$ cat config.mk
export PLATFORM = sky130hd
export DESIGN_NAME = multi_cycle_ctrl_flat
export DESIGN_NICKNAME = d
export VERILOG_FILES = /design/src/rtl/mips_ctrl_pkg.sv /design/src/rtl/multi_cycle_ctrl_if.sv /design/src/rtl/alu_op_decode.sv /design/src/rtl/multi_cycle_ctrl.sv /design/src/flat_wrapper.sv
export SDC_FILE = /design/constraint.sdc
export NUM_CORES = 1
export LEC_CHECK = 0
export CAP_MARGIN = 20
export CORE_ASPECT_RATIO = 1.25
export CORE_UTILIZATION = 45
export CTS_CLUSTER_SIZE = 40
export DETAILED_ROUTE_END_ITERATION = 6
export GPL_TIMING_DRIVEN = 0
export PLACE_DENSITY_LB_ADDON = 0.05
export SKIP_CTS_REPAIR_TIMING = 1
export SLEW_MARGIN = 0
export SYNTH_ARGS = -nofsm -noshare
export SYNTH_HDL_FRONTEND = slang
export SYNTH_SLANG_ARGS = --single-unit
$ cat constraint.sdc
create_clock -name clk -period 2.79 [get_ports clk]
set_input_delay 0.837 -clock clk [delete_from_list [all_inputs] [get_ports clk]]
set_output_delay 0.837 -clock clk [all_outputs]
set_load 0.01 [all_outputs]
$ cat src/rtl/mips_ctrl_pkg.sv
// Shared types and encodings for the multicycle MIPS controller:
// FSM states, opcode/funct constants, ALU codes and datapath mux selects.
package mips_ctrl_pkg;

    typedef enum logic [3:0] {
        StFetch, StDecode, StExecR, StExecI, StMemAddr, StMemRd, StMemWr,
        StWbR, StWbI, StWbMem, StBranch, StJump, StHalt
    } state_e;

    // Opcodes (IR[31:26])
    localparam logic [5:0] OpRtype = 6'h00;
    localparam logic [5:0] OpJ     = 6'h02;
    localparam logic [5:0] OpJal   = 6'h03;
    localparam logic [5:0] OpBeq   = 6'h04;
    localparam logic [5:0] OpBne   = 6'h05;
    localparam logic [5:0] OpAddi  = 6'h08;
    localparam logic [5:0] OpAddiu = 6'h09;
    localparam logic [5:0] OpSlti  = 6'h0A;
    localparam logic [5:0] OpAndi  = 6'h0C;
    localparam logic [5:0] OpOri   = 6'h0D;
    localparam logic [5:0] OpXori  = 6'h0E;
    localparam logic [5:0] OpLui   = 6'h0F;
    localparam logic [5:0] OpLw    = 6'h23;
    localparam logic [5:0] OpSw    = 6'h2B;

    // R-type funct codes (IR[5:0])
    localparam logic [5:0] FnSll  = 6'h00;
    localparam logic [5:0] FnSrl  = 6'h02;
    localparam logic [5:0] FnSra  = 6'h03;
    localparam logic [5:0] FnJr   = 6'h08;
    localparam logic [5:0] FnAdd  = 6'h20;
    localparam logic [5:0] FnAddu = 6'h21;
    localparam logic [5:0] FnSub  = 6'h22;
    localparam logic [5:0] FnSubu = 6'h23;
    localparam logic [5:0] FnAnd  = 6'h24;
    localparam logic [5:0] FnOr   = 6'h25;
    localparam logic [5:0] FnXor  = 6'h26;
    localparam logic [5:0] FnNor  = 6'h27;
    localparam logic [5:0] FnSlt  = 6'h2A;

    // Ctrl_alu codes
    localparam logic [4:0] AluAdd = 5'd0;
    localparam logic [4:0] AluSub = 5'd1;
    localparam logic [4:0] AluAnd = 5'd2;
    localparam logic [4:0] AluOr  = 5'd3;
    localparam logic [4:0] AluXor = 5'd4;
    localparam logic [4:0] AluNor = 5'd5;
    localparam logic [4:0] AluSlt = 5'd6;
    localparam logic [4:0] AluSll = 5'd7;
    localparam logic [4:0] AluSrl = 5'd8;
    localparam logic [4:0] AluSra = 5'd9;
    localparam logic [4:0] AluLui = 5'd10;

    // Mux select encodings
    localparam logic [1:0] RegDstRt    = 2'd0;
    localparam logic [1:0] RegDstRd    = 2'd1;
    localparam logic [1:0] RegDstR31   = 2'd2;
    localparam logic [1:0] SrcARegA    = 2'd0;
    localparam logic [1:0] SrcAPc      = 2'd1;
    localparam logic [1:0] SrcARegB    = 2'd2;
    localparam logic [1:0] SrcBRegB    = 2'd0;
    localparam logic [1:0] SrcBShamt   = 2'd1;
    localparam logic [1:0] SrcBImm     = 2'd2;
    localparam logic [1:0] SrcBFour    = 2'd3;
    localparam logic [1:0] M2RAlu      = 2'd0;
    localparam logic [1:0] M2RMem      = 2'd1;
    localparam logic [1:0] M2RPc       = 2'd2;
    localparam logic [1:0] PcSrcAlu    = 2'd0;
    localparam logic [1:0] PcSrcBranch = 2'd1;
    localparam logic [1:0] PcSrcJump   = 2'd2;
    localparam logic [1:0] PcSrcReg    = 2'd3;

    // R-type funct codes that go through EXEC_R/WB_R
    function automatic logic is_r_alu(logic [5:0] funct);
        case (funct)
            FnAdd, FnAddu, FnSub, FnSubu, FnAnd, FnOr, FnXor, FnNor, FnSlt,
            FnSll, FnSrl, FnSra: return 1'b1;
            default:             return 1'b0;
        endcase
    endfunction

    function automatic logic is_shift(logic [5:0] funct);
        return (funct == FnSll) || (funct == FnSrl) || (funct == FnSra);
    endfunction

    function automatic logic is_i_alu(logic [5:0] op);
        case (op)
            OpAddi, OpAddiu, OpSlti, OpAndi, OpOri, OpXori, OpLui: return 1'b1;
            default:                                               return 1'b0;
        endcase
    endfunction

endpackage

$ cat src/rtl/multi_cycle_ctrl_if.sv
// Controller <-> datapath/memory bundle. master = controller, slave = datapath side.
interface multi_cycle_ctrl_if;
    logic [5:0] op;
    logic [5:0] funct;
    logic       zero;
    logic       mem_ready;
    logic       mem_rd;
    logic       Ctrl_MemWr;
    logic       pc_wr;
    logic       ir_wr;
    logic [1:0] pc_src;
    logic [1:0] Ctrl_regDst;
    logic [1:0] Ctrl_aluSrcA;
    logic [1:0] Ctrl_aluSrcB;
    logic [1:0] Ctrl_Mem2Reg;
    logic [4:0] Ctrl_alu;
    logic       Ctrl_ext;
    logic       Ctrl_regWr;
    logic       illegal;
    logic       halted;

    modport master (
        input  op, funct, zero, mem_ready,
        output mem_rd, Ctrl_MemWr, pc_wr, ir_wr, pc_src, Ctrl_regDst, Ctrl_aluSrcA,
               Ctrl_aluSrcB, Ctrl_Mem2Reg, Ctrl_alu, Ctrl_ext, Ctrl_regWr, illegal, halted
    );

    modport slave (
        output op, funct, zero, mem_ready,
        input  mem_rd, Ctrl_MemWr, pc_wr, ir_wr, pc_src, Ctrl_regDst, Ctrl_aluSrcA,
               Ctrl_aluSrcB, Ctrl_Mem2Reg, Ctrl_alu, Ctrl_ext, Ctrl_regWr, illegal, halted
    );
endinterface

$ cat src/rtl/alu_op_decode.sv
// Combinational op/funct -> ALU operation and immediate extender mode.
module alu_op_decode
    import mips_ctrl_pkg::*;
(
    input  logic [5:0] op_i,
    input  logic [5:0] funct_i,
    output logic [4:0] alu_o,
    output logic       ext_o
);

    // R-type uses funct, I-type uses op; logical immediates zero-extend
    always_comb begin
        alu_o = AluAdd;
        ext_o = 1'b1;
        if (op_i == OpRtype) begin
            case (funct_i)
                FnSub, FnSubu: alu_o = AluSub;
                FnAnd:         alu_o = AluAnd;
                FnOr:          alu_o = AluOr;
                FnXor:         alu_o = AluXor;
                FnNor:         alu_o = AluNor;
                FnSlt:         alu_o = AluSlt;
                FnSll:         alu_o = AluSll;
                FnSrl:         alu_o = AluSrl;
                FnSra:         alu_o = AluSra;
                default:       ;
            endcase
        end else begin
            case (op_i)
                OpSlti:  alu_o = AluSlt;
                OpAndi:  begin alu_o = AluAnd; ext_o = 1'b0; end
                OpOri:   begin alu_o = AluOr;  ext_o = 1'b0; end
                OpXori:  begin alu_o = AluXor; ext_o = 1'b0; end
                OpLui:   alu_o = AluLui;
                default: ;
            endcase
        end
    end

endmodule

$ cat src/rtl/multi_cycle_ctrl.sv
// Multicycle MIPS sequencer: Moore FSM driving datapath selects and strobes,
// stalling FETCH/MEM_RD/MEM_WR on mem_ready.
// Optional: define MC_CTRL_ILLEGAL_TRAP_EN to halt on an illegal instruction
// (otherwise illegal instructions execute as NOPs).
module multi_cycle_ctrl
    import mips_ctrl_pkg::*;
(
    input  logic                   clk,
    input  logic                   rst,
    multi_cycle_ctrl_if.master     bus
);

    state_e     state_q, state_d;
    logic [4:0] dec_alu;
    logic       dec_ext;

    alu_op_decode u_alu_op_decode (
        .op_i    (bus.op),
        .funct_i (bus.funct),
        .alu_o   (dec_alu),
        .ext_o   (dec_ext)
    );

    // State register, asynchronously forced to FETCH by reset
    always_ff @(posedge clk or negedge rst) begin
        if (!rst) state_q <= StFetch;
        else      state_q <= state_d;
    end

    // Next-state and outputs; while rst is low every output holds its default
    always_comb begin
        state_d          = state_q;
        bus.mem_rd       = 1'b0;
        bus.Ctrl_MemWr   = 1'b0;
        bus.pc_wr        = 1'b0;
        bus.ir_wr        = 1'b0;
        bus.pc_src       = PcSrcAlu;
        bus.Ctrl_regDst  = RegDstRt;
        bus.Ctrl_aluSrcA = SrcARegA;
        bus.Ctrl_aluSrcB = SrcBRegB;
        bus.Ctrl_Mem2Reg = M2RAlu;
        bus.Ctrl_alu     = AluAdd;
        bus.Ctrl_ext     = 1'b1;
        bus.Ctrl_regWr   = 1'b0;
        bus.illegal      = 1'b0;
        bus.halted       = 1'b0;
        if (rst) begin
            case (state_q)
                StFetch: begin
                    bus.mem_rd       = 1'b1;
                    bus.Ctrl_aluSrcA = SrcAPc;
                    bus.Ctrl_aluSrcB = SrcBFour;
                    bus.pc_wr        = bus.mem_ready;
                    bus.ir_wr        = bus.mem_ready;
                    if (bus.mem_ready) state_d = StDecode;
                end
                StDecode: begin
                    if (bus.op == OpRtype && is_r_alu(bus.funct))   state_d = StExecR;
                    else if (bus.op == OpRtype && bus.funct == FnJr) state_d = StJump;
                    else if (is_i_alu(bus.op))                       state_d = StExecI;
                    else if (bus.op == OpLw || bus.op == OpSw)       state_d = StMemAddr;
                    else if (bus.op == OpBeq || bus.op == OpBne)     state_d = StBranch;
                    else if (bus.op == OpJ || bus.op == OpJal)       state_d = StJump;
                    else begin
                        bus.illegal = 1'b1;
`ifdef MC_CTRL_ILLEGAL_TRAP_EN
                        state_d = StHalt;
`else
                        state_d = StFetch;
`endif
                    end
                end
                StExecR, StWbR: begin
                    bus.Ctrl_alu = dec_alu;
                    if (is_shift(bus.funct)) begin
                        bus.Ctrl_aluSrcA = SrcARegB;
                        bus.Ctrl_aluSrcB = SrcBShamt;
                    end
                    if (state_q == StWbR) begin
                        bus.Ctrl_regDst = RegDstRd;
                        bus.Ctrl_regWr  = 1'b1;
                        state_d         = StFetch;
                    end else begin
                        state_d = StWbR;
                    end
                end
                StExecI, StWbI: begin
                    bus.Ctrl_aluSrcB = SrcBImm;
                    bus.Ctrl_alu     = dec_alu;
                    bus.Ctrl_ext     = dec_ext;
                    if (state_q == StWbI) begin
                        bus.Ctrl_regWr = 1'b1;
                        state_d        = StFetch;
                    end else begin
                        state_d = StWbI;
                    end
                end
                StMemAddr, StMemRd, StMemWr: begin
                    bus.Ctrl_aluSrcB = SrcBImm;
                    if (state_q == StMemAddr) begin
                        state_d = (bus.op == OpLw) ? StMemRd : StMemWr;
                    end else if (state_q == StMemRd) begin
                        bus.mem_rd = 1'b1;
                        if (bus.mem_ready) state_d = StWbMem;
                    end else begin
                        bus.Ctrl_MemWr = 1'b1;
                        if (bus.mem_ready) state_d = StFetch;
                    end
                end
                StWbMem: begin
                    bus.Ctrl_Mem2Reg = M2RMem;
                    bus.Ctrl_regWr   = 1'b1;
                    state_d          = StFetch;
                end
                StBranch: begin
                    bus.Ctrl_alu = AluSub;
                    bus.pc_src   = PcSrcBranch;
                    bus.pc_wr    = (bus.op == OpBeq) ? bus.zero : ~bus.zero;
                    state_d      = StFetch;
                end
                StJump: begin
                    bus.pc_wr = 1'b1;
                    if (bus.op == OpJ) begin
                        bus.pc_src = PcSrcJump;
                    end else if (bus.op == OpJal) begin
                        bus.pc_src       = PcSrcJump;
                        bus.Ctrl_regDst  = RegDstR31;
                        bus.Ctrl_Mem2Reg = M2RPc;
                        bus.Ctrl_regWr   = 1'b1;
                    end else begin
                        bus.pc_src = PcSrcReg;
                    end
                    state_d = StFetch;
                end
`ifdef MC_CTRL_ILLEGAL_TRAP_EN
                StHalt: begin
                    bus.halted = 1'b1;
                    state_d    = StHalt;
                end
`endif
                default: state_d = StFetch;
            endcase
        end
    end

endmodule
$ cat src/flat_wrapper.sv
// flat-port wrapper written by rule: the top's interface ports become plain ports
module multi_cycle_ctrl_flat import mips_ctrl_pkg::*;
  (clk, rst, bus_op, bus_funct, bus_zero, bus_mem_ready, bus_mem_rd, bus_Ctrl_MemWr, bus_pc_wr, bus_ir_wr, bus_pc_src, bus_Ctrl_regDst, bus_Ctrl_aluSrcA, bus_Ctrl_aluSrcB, bus_Ctrl_Mem2Reg, bus_Ctrl_alu, bus_Ctrl_ext, bus_Ctrl_regWr, bus_illegal, bus_halted);
  multi_cycle_ctrl_if bus_i ();
  input  logic clk;
  input  logic rst;
  input wire logic [$bits(bus_i.op)-1:0] bus_op;
  input wire logic [$bits(bus_i.funct)-1:0] bus_funct;
  input wire logic [$bits(bus_i.zero)-1:0] bus_zero;
  input wire logic [$bits(bus_i.mem_ready)-1:0] bus_mem_ready;
  output wire logic [$bits(bus_i.mem_rd)-1:0] bus_mem_rd;
  output wire logic [$bits(bus_i.Ctrl_MemWr)-1:0] bus_Ctrl_MemWr;
  output wire logic [$bits(bus_i.pc_wr)-1:0] bus_pc_wr;
  output wire logic [$bits(bus_i.ir_wr)-1:0] bus_ir_wr;
  output wire logic [$bits(bus_i.pc_src)-1:0] bus_pc_src;
  output wire logic [$bits(bus_i.Ctrl_regDst)-1:0] bus_Ctrl_regDst;
  output wire logic [$bits(bus_i.Ctrl_aluSrcA)-1:0] bus_Ctrl_aluSrcA;
  output wire logic [$bits(bus_i.Ctrl_aluSrcB)-1:0] bus_Ctrl_aluSrcB;
  output wire logic [$bits(bus_i.Ctrl_Mem2Reg)-1:0] bus_Ctrl_Mem2Reg;
  output wire logic [$bits(bus_i.Ctrl_alu)-1:0] bus_Ctrl_alu;
  output wire logic [$bits(bus_i.Ctrl_ext)-1:0] bus_Ctrl_ext;
  output wire logic [$bits(bus_i.Ctrl_regWr)-1:0] bus_Ctrl_regWr;
  output wire logic [$bits(bus_i.illegal)-1:0] bus_illegal;
  output wire logic [$bits(bus_i.halted)-1:0] bus_halted;
  assign bus_i.op = bus_op;
  assign bus_i.funct = bus_funct;
  assign bus_i.zero = bus_zero;
  assign bus_i.mem_ready = bus_mem_ready;
  assign bus_mem_rd = bus_i.mem_rd;
  assign bus_Ctrl_MemWr = bus_i.Ctrl_MemWr;
  assign bus_pc_wr = bus_i.pc_wr;
  assign bus_ir_wr = bus_i.ir_wr;
  assign bus_pc_src = bus_i.pc_src;
  assign bus_Ctrl_regDst = bus_i.Ctrl_regDst;
  assign bus_Ctrl_aluSrcA = bus_i.Ctrl_aluSrcA;
  assign bus_Ctrl_aluSrcB = bus_i.Ctrl_aluSrcB;
  assign bus_Ctrl_Mem2Reg = bus_i.Ctrl_Mem2Reg;
  assign bus_Ctrl_alu = bus_i.Ctrl_alu;
  assign bus_Ctrl_ext = bus_i.Ctrl_ext;
  assign bus_Ctrl_regWr = bus_i.Ctrl_regWr;
  assign bus_illegal = bus_i.illegal;
  assign bus_halted = bus_i.halted;
  multi_cycle_ctrl u_core (.clk(clk), .rst(rst), .bus(bus_i));
endmodule
==> summary.md, run 1 <==
| Metric | Value |
|---|---|
| Netlist cell types | `49` |
| Initial DRT Pass Iterations | `4` |
| Area leader, netlist | `dfrtp_1` |
| Antenna violations before repair | `0` |
| Commonest non-fill, non-tap cells in the layout | `nor2_1 (18), nand2_1 (17), dlymetal6s2s_1 (17), buf_4 (16), a21oi_1 (10)` |
| Setup crit end kind | `primary output` |
| Final HPWL from detailed placement | `2540 um` |
| Post-Synthesis Cells | `168` |
| Initial Util | `0.482` |
| CP arrival | `2250 ps` |
| Global-route wire length before repair | `5550 um` |
| Worst R2R Path Depth | `6` |
| Clock tree skew after final layout | `5.06 ps` |
| Antenna cells | `0` |
| Clock Latency Late Sink | `260 ps` |
| Unrepaired setup endpoints after global routing | `true` |
| Chip height | `56.4 um` |
| Top reg by flops | `u_core.state_q` |
| DR vias | `1,541` |
| Kind of critical path | `in2out` |
| Clock-pin slew on the worst setup and hold paths | `40 ps` |
| Post-synth EDFFs | `0` |
| Nets | `232` |
| Final worst slack | `-295 ps` |
| Maximum vdd ir drop | `0.417 mV` |
| Reg2reg start | `u_core.state_q[0]$_DFFE_PN0P_` |
| Rows | `19` |
| CTS root buf | `clkbuf_4` |
| Total clock sinks | `4` |
| Slew Limit Fails | `0` |
| Syn-to-layout area delta | `65.7%` |
| FF-to-FF End | `u_core.state_q[0]$_DFFE_PN0P_` |
| ANT nets after route | `0` |
| Count of state elements after synthesis | `4` |
| Routed wire length | `4060 um` |
| Initial DRC Count | `49` |
| Status | `complete, but fails checks` |
| Startpoint Class | `input port` |
| Share of cells above drive strength 1 | `0.369` |
| Setup WS pre-CTS | `-1120 ps` |
| Async SR Flop Fraction | `1.00` |
| Design area | `1760 um2` |
| Largest regs | `u_core.state_q: 4 flops` |
| Final hold vios | `0` |
| Syn avg cell area | `6.34 um2` |
| Hold Slack | `391 ps` |
| R2R setup slack | `980 ps` |
| GP Congestion | `0.926` |
| Post-synth top flop | `dfrtp_1` |
| Die area | `2570 um2` |
| Final core occ | `0.798` |
| Placed cell area | `1470 um2` |
| Leakage power | `0.885 nW` |
| # IOs | `39` |
| Die Wd | `45.5 um` |
| Top-area cell type share of the netlist area | `0.0940` |
| Syn Std Cell Area | `1060 um2` |
| Fin crit share | `1.11` |
| Critical Path RT | `1950 ps` |
| Min cycle time layout | `3090 ps` |
| GRT Util Overall | `0.277` |
| Largest net degree at the start of global routing | `11` |
| Hold Crit Class | `in2async` |
| CTS Buffer Depth | `2` |
| YS warnings | `0` |
| Final Setup Violations | `5` |
| DRC | `0` |
| Commonest non-fill, non-tap cell in the layout | `nor2_1` |
| Failing checks | `negative setup slack` |
| Vias in the first global route | `1,319` |
| Sequential share of the synthesized area | `0.0940` |
| Num CTS Buffers | `3` |
| Max-Cap Viols | `0` |
| Port-buffer cells | `34` |
| Via-to-Cell Ratio | `6.29` |
| Worst Path Max Fanout | `3` |
| Power per cell area | `553 nW/um2` |
| TritonCTS clock tree | `done` |
| Most area-consuming cells after synthesis | `dfrtp_1 (9.4%), nor2_1 (8.1%), nand2_1 (6.3%)` |
| Max FFs per register | `4` |
| Max Freq | `0.324 GHz` |
| GRT overflow | `0` |
| Core Area | `2210 um2` |
| H-tree depth | `1` |
| Mean routed wirelength per cell | `16.6 um` |
[through the flow]
step                      TNS [ps]  instances  total power (W)
after floorplan              -42.8        169         0.000561
after global placement      -15320        234         0.000762
after detailed placement    -15820        234         0.000765
after CTS                   -15940        237         0.000843
after global routing         -1200        245          0.00104
final                         -891        245         0.000976
[cells by family (layout without fill, tap and decap cells)]
group	after synthesis	in the layout	share of synthesized area
AO/OA/AOI/OAI	46	46	0.326
XOR/XNOR	4	4	0.0329
buffers and inverters	21	66	0.0893
flip-flops	4	4	0.0940
other	1	2	0.00352
AND/OR/NAND/NOR	92	92	0.455
[how the worst max path moves through the flow]
| stage | cells after the start | start | slack [ps] | to |
|---|---|---|---|---|
| after floorplan | 4 | bus_funct[1] | -40 | bus_Ctrl_alu[2] |
| after global routing | 6 | bus_funct[3] | -320 | bus_Ctrl_alu[2] |
| after global placement | 6 | bus_funct[3] | -1110 | bus_Ctrl_alu[2] |
| after detailed placement | 6 | bus_funct[5] | -1120 | bus_Ctrl_alu[2] |
| after CTS | 6 | bus_funct[3] | -1140 | bus_Ctrl_alu[2] |
| final | 6 | bus_funct[3] | -300 | bus_Ctrl_alu[2] |
[report_power, final]
group	switching, W	total (W)	internal, W
clock network	0.0000335	0.0000823	0.0000488
logic	0.000453	0.000785	0.000332
registers	0.0000242	0.000109	0.0000845
[layout make-up]
| cell class | count | area [um2] |
|---|---|---|
| Tap cell | 31 | 38.8 |
| Sequential cell | 4 | 101 |
| Timing Repair Buffer | 43 | 399 |
| Inverter | 4 | 15.0 |
| Fill cell | 165 | 447 |
| Buffer | 16 | 146 |
| Multi-Input combinational cell | 144 | 1040 |
| Clock buffer | 3 | 22.5 |
[per-layer routing]
| metal | track usage | vias to the layer above | share of wire |
|---|---|---|---|
| met2 | 0.482 | 92 | 0.52 |
| met5 | 0 | - | 0 |
| met3 | 0.0129 | 28 | 0.070 |
| met4 | 0.0866 | 0 | 0.039 |
| met1 | 0.348 | 717 | 0.37 |
| li1 | - | 704 | - |
[worst max-delay path, stage by stage]
cell,delay [ps]
buf_8,100
or3_4,380
a2111oi_4,310
nor2_2,110
a2111oi_4,330
buf_2,180
[synth_stat cells (3+ instances only)]
cell / count
nand2b_1: 5
nor2b_1: 4
nand2_1: 18
o211ai_1: 3
nor3_1: 11
nand3_1: 8
a21oi_1: 12
o21ai_0: 6
buf_4: 3
nor2_1: 23
nand4_1: 3
dfrtp_1: 4
buf_2: 3
clkbuf_1: 10
o21ai_1: 4
o31ai_1: 3
nor4_1: 3
and3_1: 3
xor2_1: 4
Note: power is estimated with default switching activity, not from simulation.
==> inputs of run 2 (changes only) <==
Settings changed: CORE_UTILIZATION 45 to 60, DONT_BUFFER_PORTS set to 1, PLACE_DENSITY set to 0.77, PLACE_DENSITY_LB_ADDON 0.05 to unset.
==> summary.md, run 2 (synthesis gave the netlist of run 1 again) <==
| Metric | Value |
|---|---|
| # IOs | `39` |
| Relative slew slack | `0.662` |
| Worst Path Max Fanout | `2` |
| Commonest non-fill, non-tap cells in the layout | `nor2_1 (20), nand2_1 (17), nor3_1 (10), a21oi_1 (10), clkbuf_2 (7)` |
| Min cycle time layout | `2890 ps` |
| Largest regs | `u_core.state_q: 4 flops` |
| Unrepaired setup endpoints after global routing | `true` |
| Total clock sinks | `4` |
| Fin crit share | `1.04` |
| R2R setup slack | `1030 ps` |
| Top reg by flops | `u_core.state_q` |
| Status | `complete, but fails checks` |
| Max FFs per register | `4` |
| DR vias | `1,290` |
| Die Wd | `39.7 um` |
| Via-to-Cell Ratio | `6.75` |
| CTS Buffer Depth | `2` |
| CP arrival | `2050 ps` |
| Clock share of power | `0.097` |
| CTS root buf | `clkbuf_4` |
| Num CTS Buffers | `3` |
| Leakage power | `0.403 nW` |
| Mean routed wirelength per cell | `17.1 um` |
| ANT nets after route | `0` |
| Clock Latency Late Sink | `250 ps` |
| Maximum vdd ir drop | `0.362 mV` |
| GP Congestion | `0.830` |
| Initial DRT Pass Iterations | `4` |
| Final HPWL from detailed placement | `2200 um` |
| Slew Limit Fails | `0` |
| Initial Util | `0.657` |
| Rows | `16` |
| Vias in the first global route | `1,061` |
| Critical Path RT | `1950 ps` |
| GRT overflow | `0` |
| Actual slew at the worst max-slew pin | `503 ps` |
| Routed wire length | `3270 um` |
| Failing checks | `negative setup slack` |
| Comb power frac | `0.779` |
| Final Setup Violations | `2` |
| Startpoint Class | `input port` |
| Clock tree skew after final layout | `11.2 ps` |
| Die area | `1950 um2` |
| Global-route wire length before repair | `4530 um` |
| Max Freq | `0.346 GHz` |
| Antenna cells | `0` |
| GRT Util Overall | `0.319` |
| Share of cells above drive strength 1 | `0.260` |
| Hold Crit Class | `in2async` |
| Largest net degree at the start of global routing | `11` |
| Syn-to-layout area delta | `18.4%` |
| Sw Share | `0.563` |
| Sequential share of power | `0.125` |
| DRC | `0` |
| Port-buffer cells | `0` |
| Commonest non-fill, non-tap cell in the layout | `nor2_1` |
| Max-Cap Viols | `0` |
| Chip height | `49.1 um` |
| Final worst slack | `-100 ps` |
| Core Area | `1620 um2` |
| Int Pwr | `0.000347 W` |
| NetSw | `0.000447 W` |
| Clock-pin slew on the worst setup and hold paths | `40 ps` |
| Setup crit end kind | `primary output` |
| Setup TNS | `-184 ps` |
| Final core occ | `0.778` |
| Antenna violations before repair | `0` |
| Power per cell area | `629 nW/um2` |
| Initial DRC Count | `63` |
| Nets | `191` |
| Kind of critical path | `in2out` |
| H-tree depth | `1` |
| TritonCTS clock tree | `done` |
| Final hold vios | `0` |
==> run 2: layout make-up <==
cell class / count / area [um2]
plain buffers: 17 / 106
clock buffers: 3 / 22.5
fillers: 130 / 360
inverters: 4 / 15.0
multi-input cells: 144 / 987
flip-flops and latches: 4 / 100
well taps: 18 / 22.5
repair buffers: 1 / 7.51
==> run 2: per-layer routing <==
layer  GRT usage  share of wire  vias to the layer above
met5           0              0                        -
met1       0.388           0.40                      599
met2       0.560           0.54                       61
met4      0.0920          0.010                        0
li1            -              -                      626
met3      0.0274          0.049                        4
==> run 2: worst max-delay path, cell delays in order <==
cell and delay (ps):
or3_4 380, a2111oi_4 320, nor2_2 100, a2111oi_4 420
==> run 2: power by group through the flow <==
stage          registers, W  logic (W)  clock network, W
2_1_floorplan     0.0000956   0.000465                 0
3_5_place_dp      0.0000998   0.000561                 0
4_1_cts           0.0000990   0.000564         0.0000770
3_3_place_gp      0.0000991   0.000550                 0
5_1_grt            0.000104   0.000685         0.0000778
6_report          0.0000988   0.000618         0.0000766
==> run 2: stage by stage <==
stage | setup slack (ps) | std cells | power, W | instance area (um2) | hold slack, ps
2_1_floorplan | -42.8 | 169 | 0.000561 | 1090 | 541
3_3_place_gp | -119 | 187 | 0.000649 | 1110 | 541
3_5_place_dp | -130 | 187 | 0.000661 | 1110 | 541
4_1_cts | -132 | 190 | 0.000740 | 1130 | 279
5_1_grt | -152 | 191 | 0.000867 | 1260 | 279
6_report | -100 | 191 | 0.000793 | 1260 | 280
==> run 2: worst paths after layout <==
kind | from | to | cells after the start
min | rst | u_core.state_q[1]$_DFFE_PN0P_ | 0
min reg2reg | u_core.state_q[0]$_DFFE_PN0P_ | u_core.state_q[1]$_DFFE_PN0P_ | 3
max | bus_funct[1] | bus_Ctrl_alu[2] | 4
max in group asynchronous | rst | u_core.state_q[2]$_DFFE_PN0P_ | 0
max reg2reg | u_core.state_q[1]$_DFFE_PN0P_ | u_core.state_q[0]$_DFFE_PN0P_ | 6
min in group clk | u_core.state_q[0]$_DFFE_PN0P_ | u_core.state_q[1]$_DFFE_PN0P_ | 3
